**src/rtl/pipeline_stage2.sv**
```systemverilog
// Stage 2 of the microcoded pipeline: registers the stage-1 control word, runs the ALU and decodes transfer-bus enables.
// Optional feature: define STAGE2_FLAG_BYPASS_EN to expose next-flag values combinationally on the ALU flag outputs.
module pipeline_stage2 #(
  parameter int WIDTH             = 8,
  parameter int RESET_HOLD_CYCLES = 4
) (
  input  logic             clk,
  input  logic             reset,
  input  logic             stall,
  input  logic [15:0]      controls_in,
  input  logic [7:0]       instruction_in,
  input  logic [WIDTH-1:0] lhs_data,
  input  logic [WIDTH-1:0] rhs_data,
  output logic [1:0]       lhs_select,
  output logic [1:0]       rhs_select,
  output logic [WIDTH-1:0] alu_result,
  output logic [15:0]      load_enable,
  output logic [7:0]       assert_enable,
  output logic             fetch_suppress,
  output logic [7:0]       instruction_out,
  output logic             flag_overflow,
  output logic             flag_sign,
  output logic             flag_zero,
  output logic             flag_acarry,
  output logic             flag_lcarry,
  output logic             flag_pcraflip,
  output logic             flag_reset
);

  typedef enum logic [3:0] {
    OpPass, OpAdd, OpAdc, OpSub, OpSbc, OpAnd, OpOr, OpXor,
    OpNot, OpShl, OpShr, OpRol, OpRor, OpInc, OpDec, OpCmp
  } aluOpE;

  aluOpE            aluOp_q;
  logic [3:0]       xferLoad_q;
  logic [2:0]       xferAssert_q;
  logic             fetch_q;
  logic [7:0]       instr_q;
  logic [WIDTH-1:0] lhs_q, rhs_q;
  logic             ov_q, sign_q, zero_q, ac_q, lc_q, pcra_q, frst_q;
  logic [3:0]       holdCnt_q;

  logic [WIDTH-1:0] addB, result, flagSrc;
  logic [WIDTH:0]   sum;
  logic             addC, isArith, isLogic, lcOut, aluOv;
  logic             ov_d, sign_d, zero_d, ac_d, lc_d, updateFlags;

  assign lhs_select = controls_in[1:0];
  assign rhs_select = controls_in[3:2];

  // Subtract-style ops run through the same adder with an inverted RHS, so acarry=1 means no borrow.
  always_comb begin
    addB    = '0;
    addC    = 1'b0;
    isArith = 1'b0;
    isLogic = 1'b0;
    lcOut   = 1'b0;
    result  = lhs_q;
    case (aluOp_q)
      OpAdd:        begin addB = rhs_q;  isArith = 1'b1; end
      OpAdc:        begin addB = rhs_q;  addC = ac_q; isArith = 1'b1; end
      OpSub, OpCmp: begin addB = ~rhs_q; addC = 1'b1; isArith = 1'b1; end
      OpSbc:        begin addB = ~rhs_q; addC = ac_q; isArith = 1'b1; end
      OpInc:        begin addC = 1'b1;   isArith = 1'b1; end
      OpDec:        begin addB = '1;     isArith = 1'b1; end
      OpAnd:        begin result = lhs_q & rhs_q; isLogic = 1'b1; end
      OpOr:         begin result = lhs_q | rhs_q; isLogic = 1'b1; end
      OpXor:        begin result = lhs_q ^ rhs_q; isLogic = 1'b1; end
      OpNot:        begin result = ~lhs_q; isLogic = 1'b1; end
      OpShl:        begin result = {lhs_q[WIDTH-2:0], 1'b0};  lcOut = lhs_q[WIDTH-1]; isLogic = 1'b1; end
      OpShr:        begin result = {1'b0, lhs_q[WIDTH-1:1]};  lcOut = lhs_q[0];       isLogic = 1'b1; end
      OpRol:        begin result = {lhs_q[WIDTH-2:0], lc_q};  lcOut = lhs_q[WIDTH-1]; isLogic = 1'b1; end
      OpRor:        begin result = {lc_q, lhs_q[WIDTH-1:1]};  lcOut = lhs_q[0];       isLogic = 1'b1; end
      default:      result = lhs_q;
    endcase
    sum = {1'b0, lhs_q} + {1'b0, addB} + {{WIDTH{1'b0}}, addC};
    if (isArith && aluOp_q != OpCmp) result = sum[WIDTH-1:0];
  end

  assign alu_result = result;
  assign flagSrc    = isArith ? sum[WIDTH-1:0] : result;
  assign aluOv      = (lhs_q[WIDTH-1] == addB[WIDTH-1]) && (sum[WIDTH-1] != lhs_q[WIDTH-1]);

  // Next-flag values; PASS and stalled cycles leave every flag as it was.
  always_comb begin
    updateFlags = !reset && !stall && (aluOp_q != OpPass);
    ov_d   = ov_q;
    ac_d   = ac_q;
    lc_d   = lc_q;
    sign_d = sign_q;
    zero_d = zero_q;
    if (updateFlags) begin
      sign_d = flagSrc[WIDTH-1];
      zero_d = (flagSrc == '0);
      if (isArith) begin
        ov_d = aluOv;
        ac_d = sum[WIDTH];
      end
      if (isLogic) lc_d = lcOut;
    end
  end

  always_comb begin
    load_enable   = '0;
    assert_enable = '0;
    if (!stall && xferLoad_q != 4'd0)   load_enable[xferLoad_q]     = 1'b1;
    if (!stall && xferAssert_q != 3'd0) assert_enable[xferAssert_q] = 1'b1;
  end

  // Stage register, flag register and the post-reset hold counter for flag_reset.
  always_ff @(posedge clk) begin
    if (reset) begin
      aluOp_q      <= OpPass;
      xferLoad_q   <= '0;
      xferAssert_q <= '0;
      fetch_q      <= 1'b0;
      instr_q      <= '0;
      lhs_q        <= '0;
      rhs_q        <= '0;
      ov_q         <= 1'b0;
      sign_q       <= 1'b0;
      zero_q       <= 1'b0;
      ac_q         <= 1'b0;
      lc_q         <= 1'b0;
      pcra_q       <= 1'b0;
      frst_q       <= 1'b1;
      holdCnt_q    <= 4'(RESET_HOLD_CYCLES);
    end else begin
      frst_q <= (holdCnt_q != 4'd0);
      if (holdCnt_q != 4'd0) holdCnt_q <= holdCnt_q - 4'd1;
      ov_q   <= ov_d;
      sign_q <= sign_d;
      zero_q <= zero_d;
      ac_q   <= ac_d;
      lc_q   <= lc_d;
      if (!stall) begin
        if (xferLoad_q == 4'hF) pcra_q <= ~pcra_q;
        aluOp_q      <= aluOpE'(controls_in[7:4]);
        xferLoad_q   <= controls_in[11:8];
        xferAssert_q <= controls_in[14:12];
        fetch_q      <= controls_in[15];
        instr_q      <= instruction_in;
        lhs_q        <= lhs_data;
        rhs_q        <= rhs_data;
      end
    end
  end

  assign fetch_suppress  = fetch_q;
  assign instruction_out = instr_q;
  assign flag_pcraflip   = pcra_q;
  assign flag_reset      = frst_q;

`ifdef STAGE2_FLAG_BYPASS_EN
  assign flag_overflow = ov_d;
  assign flag_sign     = sign_d;
  assign flag_zero     = zero_d;
  assign flag_acarry   = ac_d;
  assign flag_lcarry   = lc_d;
`else
  assign flag_overflow = ov_q;
  assign flag_sign     = sign_q;
  assign flag_zero     = zero_q;
  assign flag_acarry   = ac_q;
  assign flag_lcarry   = lc_q;
`endif

endmodule
```
**config.mk**
```make
export PLATFORM = sky130hd
export DESIGN_NAME = pipeline_stage2
export DESIGN_NICKNAME = d
export VERILOG_FILES = /design/src/rtl/pipeline_stage2.sv
export SDC_FILE = /design/constraint.sdc
export NUM_CORES = 1
export LEC_CHECK = 0
export BUFFER_PORTS_ARGS = -buffer_cell sky130_fd_sc_hd__clkbuf_2
export CORE_ASPECT_RATIO = 1.25
export CORE_MARGIN = 4
export CORE_UTILIZATION = 46
export DETAILED_ROUTE_END_ITERATION = 7
export PLACE_DENSITY = 0.7
export SLEW_MARGIN = 20
export SYNTH_ARGS = -nofsm -noshare
export SYNTH_HDL_FRONTEND = slang
export SYNTH_SLANG_ARGS = --single-unit
```
**constraint.sdc**
```tcl
create_clock -name clk -period 3.9 [get_ports clk]
set_input_delay 0.39 -clock clk [delete_from_list [all_inputs] [get_ports clk]]
set_output_delay 0.39 -clock clk [all_outputs]
set_load 0.05 [all_outputs]
```
==> results list, run 1 <==
- Result of the run: completed
- Final net count: 633
- The floorplan has 36 rows.
- After detailed routing, the average wire length per cell comes to 16.22 um.
* Post-layout instance area: 4367 sq um
* Vias post-DR: 3880
- ANT cells: 0
* Clock tree from TritonCTS: done
* Portion of total power attributed to the clock network: 21.6%
* R2R depth: 16
* Detail-routed via count per cell: 5.888
* Post-CTS setup repair buffer count: 0
- The first routing iteration left 317 violations.
- Once layout is complete, the utilization of the core stands at 55.08%.
- The total count of max-transition violations in the final report is 0.
- The number of hold buffers added after CTS was 0.
- Across every metal layer, demand over resource in global routing totals 22.28%.
* Clock slew seen by the registers of the worst setup and hold paths: 0.09 ns
- Counting I/O delays and the setup requirement, the final critical path takes 3.644 ns.
- Maximum number of pins on one net before global-route repair: 46
- Pin placement for this block handled 95 I/O pins.
- The final number of hold-violating endpoints is 0.
- In this run the critical register-to-register path is captured at flag_zero.
- The tree built by TritonCTS fans out to 47 sinks.
- Power spread over the standard cell area amounts to 339.7 nW/um^2.
- Leakage power: 2.059 nW
- Sequential group share of total power: 38.5%
- In this run the tool buffered the top-level ports with 84 buffer cells.
- Synthesized area divided by synthesized cell count: 7.641 sq um
- In this run, CTS created clock tree buffers numbering 5.
- Share of Yosys cell area claimed by the top area cell type: 24.88%
* Antenna Nets Post-Route: 0
- Cells on Worst Hold Path: 3
* Largest voltage drop on the vdd net: 0.0002229 V
- In this run the critical register-to-register path is launched from aluOp_q[0].
- Post-synth design cell area: 3782 sq um
* Core area: 7928 sq um
- In the finished design, the share of the clock period the worst path needs comes to 93.44%.
- Worst slack on hold paths: 0.3100 ns
* Slack of the worst reg-to-reg path: 0.76 ns
* Cell Int Power: 0.0008989 W
* Gr ovfl total: 0
- After detailed routing, the number of remaining DRC violations is 0.
- In this run the worst hold path is classified as primary input to flip-flop.
* Post-synthesis instance total: 495
* Number of enable flip-flop cells after synthesis: 0
- Net switching is 39.41% of the power.
- The most used flip-flop cell after synthesis is dfxtp_1.
* Cell accounting for the most synthesized area: dfxtp_1
- Post-DP HPWL: 8283 um
* Final estimated routing congestion in global placement: 0.9816
- In the post-synthesis netlist, the cell with the most instances is nor2_1.
- Post-placement cell area: 4250 sq um
* Worst slew pin tran: 0.8761 ns
- Combinational logic burns 39.9% of the power.
* Starting density of the core: 47.71%
* Total of cells resized after clock tree synthesis: 0
- Kind of capture point of the worst setup path: output pin
* Proportion of synthesized flip-flops having asynchronous set or reset: 0%
* Final setup violation count: 0
- Measured against its own limit, the worst slew margin works out to 41.59%.
* Maximum clock frequency: 274.4 MHz
- For the worst setup path, the data required time is 3.51 ns.
* Synth top area cells: dfxtp_1, mux2i_1, ha_1
- First-pass detailed-route iteration total: 5
* Crit Path Class: flip-flop to output pin
- Vias in the first global route: 3609
* Proportion of synthesized chip area in sequential cells: 24.88%
- Clk buf depth: 2
- STA puts the critical path data arrival time at 3.25 ns.
* Leading post-synthesis cells by instance count: nor2_1, dfxtp_1, mux2i_1, a21oi_1, inv_1
- H-Tree Depth: 2
- Relative to the synthesized area, the layout overhead comes to 15.45%.
- The initial antenna violation count was 0.
* Worst-path maximum fanout: 16
- Clock latency on the worst-skew pair, taken at its later pin, is 0.30 ns.
* Nature of the critical path startpoint: flip-flop
- Worst min-delay path startpoint: lhs_data[7]
- The tool flagged a number of max-cap violations equal to 0.
* Flip-flop and latch count after synthesis: 47
- Power Total: 0.001483 W
* Die Outline Area: 9746 sq um
- Library cell used as clock root buffer: clkbuf_8
- The netlist uses 71 different library cells.
* Layout cell share with drive strength beyond 1: 23.58%
* First-pass GRT wire length: 17240 um
- Yosys Warn Count: 0
- Overall die height: 109.4 um
- In this run the horizontal extent of the chip is 89.11 um.
- Worst min-delay path endpoint: lhs_q[7]
- For this design the total switching power over the nets is 0.0005846 W.
- Clock tree skew after final layout: 0.008950 ns
* Final wirelength: 10690 um
-- cells by family after synthesis --
| family | synth area share, % |
|---|---|
| DFF | 24.88 |
| other | 0.09914 |
| AOI/OAI and AO/OA | 21.50 |
| muxes | 10.35 |
| and+or+nand+nor | 22.66 |
| buffers and inverters | 8.832 |
| adders and majority gates | 9.593 |
| xor gates and xnor gates | 2.084 |
-- per-stage QoR --
step | worst slack [ns] | TNS, ns | instances
finish | 0.2557 | 0 | 659
floorplan | 0.008726 | 0 | 496
global placement | 0.5152 | 0 | 651
CTS | 0.08325 | 0 | 659
global route | -0.005312 | -0.005312 | 659
detailed placement | 0.4433 | 0 | 651
-- metal layers --
layer  up-vias  global-route usage (%)  share of wire [%]
met4         0                   10.96                3.8
met1      1778                   27.68                 41
met5         -                       0                  0
li1       1882                       -                  -
met3        32                   4.348                7.7
met2       188                   36.35                 48
-- cell type report --
type / count / area [sq um]
Fill cell: 753 / 3561
Multi-Input combinational cell: 382 / 2521
Sequential cell: 47 / 943.4
Timing Repair Buffer: 98 / 570.5
Tap cell: 95 / 118.9
Inverter: 29 / 108.9
Clock buffer: 7 / 96.34
Clock inverter: 1 / 7.507
-- cells in the final DEF (no fill, tap or decap), types with 7 or more instances in the layout --
cell / Yosys / routed
nand2_1: 26 / 26
buf_4: 8 / 14
mux2i_1: 38 / 38
dfxtp_1: 47 / 45
clkbuf_8: 4 / 7
o2111ai_1: 7 / 7
nand3_1: 16 / 16
ha_1: 25 / 25
nor3_1: 16 / 16
a21oi_1: 36 / 36
o21ai_0: 25 / 21
inv_1: 28 / 27
a31oi_1: 8 / 8
clkbuf_2: 0 / 81
nor2_1: 80 / 79
-- critical path, cell delays in order, from the launching register on --
cell and delay [ns]:
dfxtp_1 0.35, inv_2 0.06, buf_4 0.18, nand2_1 0.22, nor2_1 0.07, a21oi_1 0.12
o21a_1 0.17, inv_1 0.06, ha_1 0.28, a21o_1 0.19, nand4_1 0.09, nand3_1 0.14
a31oi_1 0.41, xor2_1 0.16, o21ai_1 0.27, buf_12 0.18
-- worst max path at each step --
stage               startpoint       endpoint  slack, ns
floorplan           aluOp_q[2]  alu_result[6]      0.009
global placement    aluOp_q[3]  alu_result[6]       0.52
detailed placement  aluOp_q[2]  alu_result[6]       0.44
CTS                 aluOp_q[2]  alu_result[6]       0.08
global route        aluOp_q[0]  alu_result[6]     -0.005
finish              aluOp_q[0]  alu_result[7]       0.26
-- power by group through the flow --
stage / Clock [W] / Sequential [W] / Combinational [W]
after floorplan: 0 / 0.000600 / 0.000418
after detailed placement: 0 / 0.000581 / 0.000586
after CTS: 0.000332 / 0.000570 / 0.000587
after global placement: 0 / 0.000580 / 0.000577
final: 0.000321 / 0.000572 / 0.000591
after global routing: 0.000354 / 0.000579 / 0.000646
-- state kept, by name, indices dropped and copies added, names as in the netlist, 3 cells and up --
register and cells:
xferAssert_q 3, lhs_q 8, rhs_q 8, holdCnt_q 4, aluOp_q 4, instruction_out 8
xferLoad_q 4
No activity file was read; power rests on OpenSTA's default activity.
==> run 2: changes to the inputs <==
BUFFER_PORTS_ARGS = unset   (was -buffer_cell sky130_fd_sc_hd__clkbuf_2)
DONT_BUFFER_PORTS = 1   (was unset)
GPL_TIMING_DRIVEN = 0   (was unset)
PLACE_DENSITY = 0.6   (was 0.7)
SETUP_SLACK_MARGIN = 0.4   (was unset)
==> results list, run 2 (synthesized netlist as in run 1, its figures left out) <==
- Post-DP HPWL: 9326 um (+13%)
* Final setup violation count: 0 (unchanged)
- The post-route standard cell area excluding fillers is 4631 sq um (+6.0%).
* DR DRC count: 0 (unchanged)
* Clock network latency to the later pin of the worst-skew pair: 0.29 ns (about the same)
* Fin Setup TNS: 0 ns (unchanged)
* Worst slew pin tran: 0.9825 ns (+0.1064 ns)
* Data required, critical path: 3.51 ns (about the same)
- For hold timing, the worst endpoint is lhs_q[0].
- Count of clock tree sinks: 47 (unchanged)
- Routed wirelength normalized by instance count: 20.42 um (+26%)
* Count of hold buffers inserted by post-cts repair: 0 (unchanged)
* Clk buf depth: 2 (unchanged)
- Reg-to-reg critical path startpoint: aluOp_q[2]
- R2R depth: 15 (-1)
* P per Cell Area: 329.6 nW/um^2 (-3.0%)
- The area growth from synthesis to layout is 22.43%.
- The hold-critical path depth came to 2 (-1).
- The worst setup path is launched from a flip-flop.
- The first-pass iteration count of the detailed router is 5 (unchanged).
- The tree is rooted in a clkbuf_8.
- TritonCTS built the clock tree.
- The number of max-capacitance violations reported is 0 (unchanged).
- Clock slew seen by the registers of the worst setup and hold paths: 0.09 ns (about the same)
- The final-layout fill cell count is 732 (-2.8%).
- Final hold violation count: 0 (unchanged)
* Count of final max-slew check failures: 0 (unchanged)
- The total cell area at the placement stage was 3965 sq um (-6.7%).
- The peak clock frequency supported by timing is 274.5 MHz (about the same).
- The effective utilization at floorplan came to 47.71% (unchanged).
- The total wirelength of the detailed-routed design was 12780 um (+20%).
- Leakage power: 1.993 nW (-3.2%)
- Minimum clock period: 3.643 ns (-0.0009390 ns)
- Vias in the first global route: 3754 (+4.0%)
- Final net count: 600 (-5.2%)
- Row count: 36 (unchanged)
- Number of top-level pins: 95 (unchanged)
- ANT cells: 0 (unchanged)
* Gr ovfl total: 0 (unchanged)
- The relative slew slack came to 34.26% (-7.3 points).
* First-pass GRT wire length: 20010 um (+16%)
- The total global-route track usage came to 26.48% (+4.2 points).
- The final weighted congestion in routability-driven placement is 1.007 (+2.6%).
- The worst IR drop on VDD was 0.0002662 V (+19%).
- Worst min-delay path startpoint: lhs_data[0]
- Result of the run: completed
- Quantity of I/O buffers inserted on ports: 0 (-100%)
- The worst register-to-register path ends at flag_zero.
- The initial detailed-routing violation count is 331 (+4.4%).
* RSZ-0062 raised after global routing: yes
- The maximum clock skew at final layout came to 0.004542 ns (-0.004408 ns).
- The largest net degree at the start of global routing is 15 (-67%).
- The vertical die dimension is 109.4 um (unchanged).
- The setup slack of the most critical reg-to-reg path was 0.45 ns (-0.31 ns).
- Worst hold path type: primary input to flip-flop
- The share of the clock period used by the worst path after layout came to 93.42% (about the same).
- Antenna Nets Post-Route: 0 (unchanged)
- The level count of the clock H-tree came to 2 (unchanged).
- STA classifies the critical path endpoint as an output pin.
- The largest fanout of any net on the critical path is 6 (-10).
- Crit Path Class: flip-flop to output pin
- The arrival time at the worst endpoint came to 3.25 ns (about the same).
- Width of the die: 89.11 um (unchanged)
- The number of buffers inserted during clock tree synthesis came to 5 (unchanged).
- Commonest cells after routing, fill and taps aside: nor2_1, dfxtp_1, mux2i_1
* Die Outline Area: 9746 sq um (unchanged)
* Core area: 7928 sq um (unchanged)
- Layout cell share with drive strength beyond 1: 23.16% (-0.42 points)
- The initial antenna violation count came to 0 (unchanged).
- Vias post-DR: 3873 (-0.18%)
- Detail-routed via count per cell: 6.187 (+5.1%)
* Most common cell after layout, fill and taps aside: nor2_1
[run 2: per-layer routing]
layer	vias up	track usage (%)	routed length (um)	part of all wire, %
li1	1817	-	-	-
met1	1776	32.66	4961	39
met2	227	43.78	6203	49
met3	53	4.723	1020	8.0
met4	0	13.09	597	4.7
met5	-	0	0	0
[run 2: how the worst max path moves through the flow]
| stage | startpoint | end | slack (ns) | depth (start not counted) |
|---|---|---|---|---|
| after floorplan | aluOp_q[2] | alu_result[6] | 0.27 | 16 |
| after CTS | aluOp_q[1] | alu_result[6] | 0.22 | 13 |
| final | aluOp_q[2] | alu_result[7] | 0.26 | 17 |
| after global routing | aluOp_q[2] | alu_result[7] | 0.16 | 17 |
| after global placement | aluOp_q[2] | alu_result[6] | -0.40 | 17 |
| after detailed placement | aluOp_q[3] | alu_result[6] | -0.40 | 14 |
[run 2: through the flow]
stage | std cells | setup WS (ns) | power [W] | utilization, % | hold WS (ns)
detailed placement | 591 | -0.3991 | 0.001140 | 50.02 | 0.4970
global placement | 591 | -0.4033 | 0.001134 | 49.57 | 0.4854
CTS | 616 | 0.2196 | 0.001504 | 56.76 | 0.2291
floorplan | 496 | 0.2659 | 0.001027 | - | 0.4602
global route | 626 | 0.1576 | 0.001619 | 58.41 | 0.2334
finish | 626 | 0.2566 | 0.001526 | 58.41 | 0.2351
[run 2: area by class of cell]
cell class              instances  area [sq um]  area share, %
clock buffers                   6         72.57          1.567
plain buffers                  38         340.3          7.349
flip-flops and latches         47         950.9          20.53
inverters                      29         115.1          2.486
well taps                      95         118.9          2.567
clock inverters                 2         12.51         0.2702
multi-input cells             382          2798          60.42
repair buffers                 27         222.7          4.810
[run 2: critical path: stages (launching register included)]
cell and delay [ns]:
dfxtp_2 0.32, buf_6 0.11, clkbuf_16 0.13, buf_12 0.12
buf_12 0.14, xnor2_4 0.15, buf_4 0.15, buf_6 0.11
o2111ai_2 0.05, o21a_1 0.19, inv_1 0.06, ha_1 0.29
a21o_1 0.19, nand4_1 0.09, nand3_2 0.14, a31oi_4 0.22
xor2_2 0.12, o21ai_4 0.36
[run 2: timing repair]
| item | in CTS | in global routing |
|---|---|---|
| resized for setup | 72 | 21 |
| pin swaps | 20 | 10 |
| buffers inserted | 17 | 10 |
| endpoints found under the setup margin | 12 | 8 |
[run 2: power breakdown]
part           internal (W)  leakage (nW)  switching, W
clock network      0.000125        0.0412      0.000161
logic              0.000238          1.56      0.000395
registers          0.000523         0.389     0.0000838
total              0.000886          1.99      0.000640
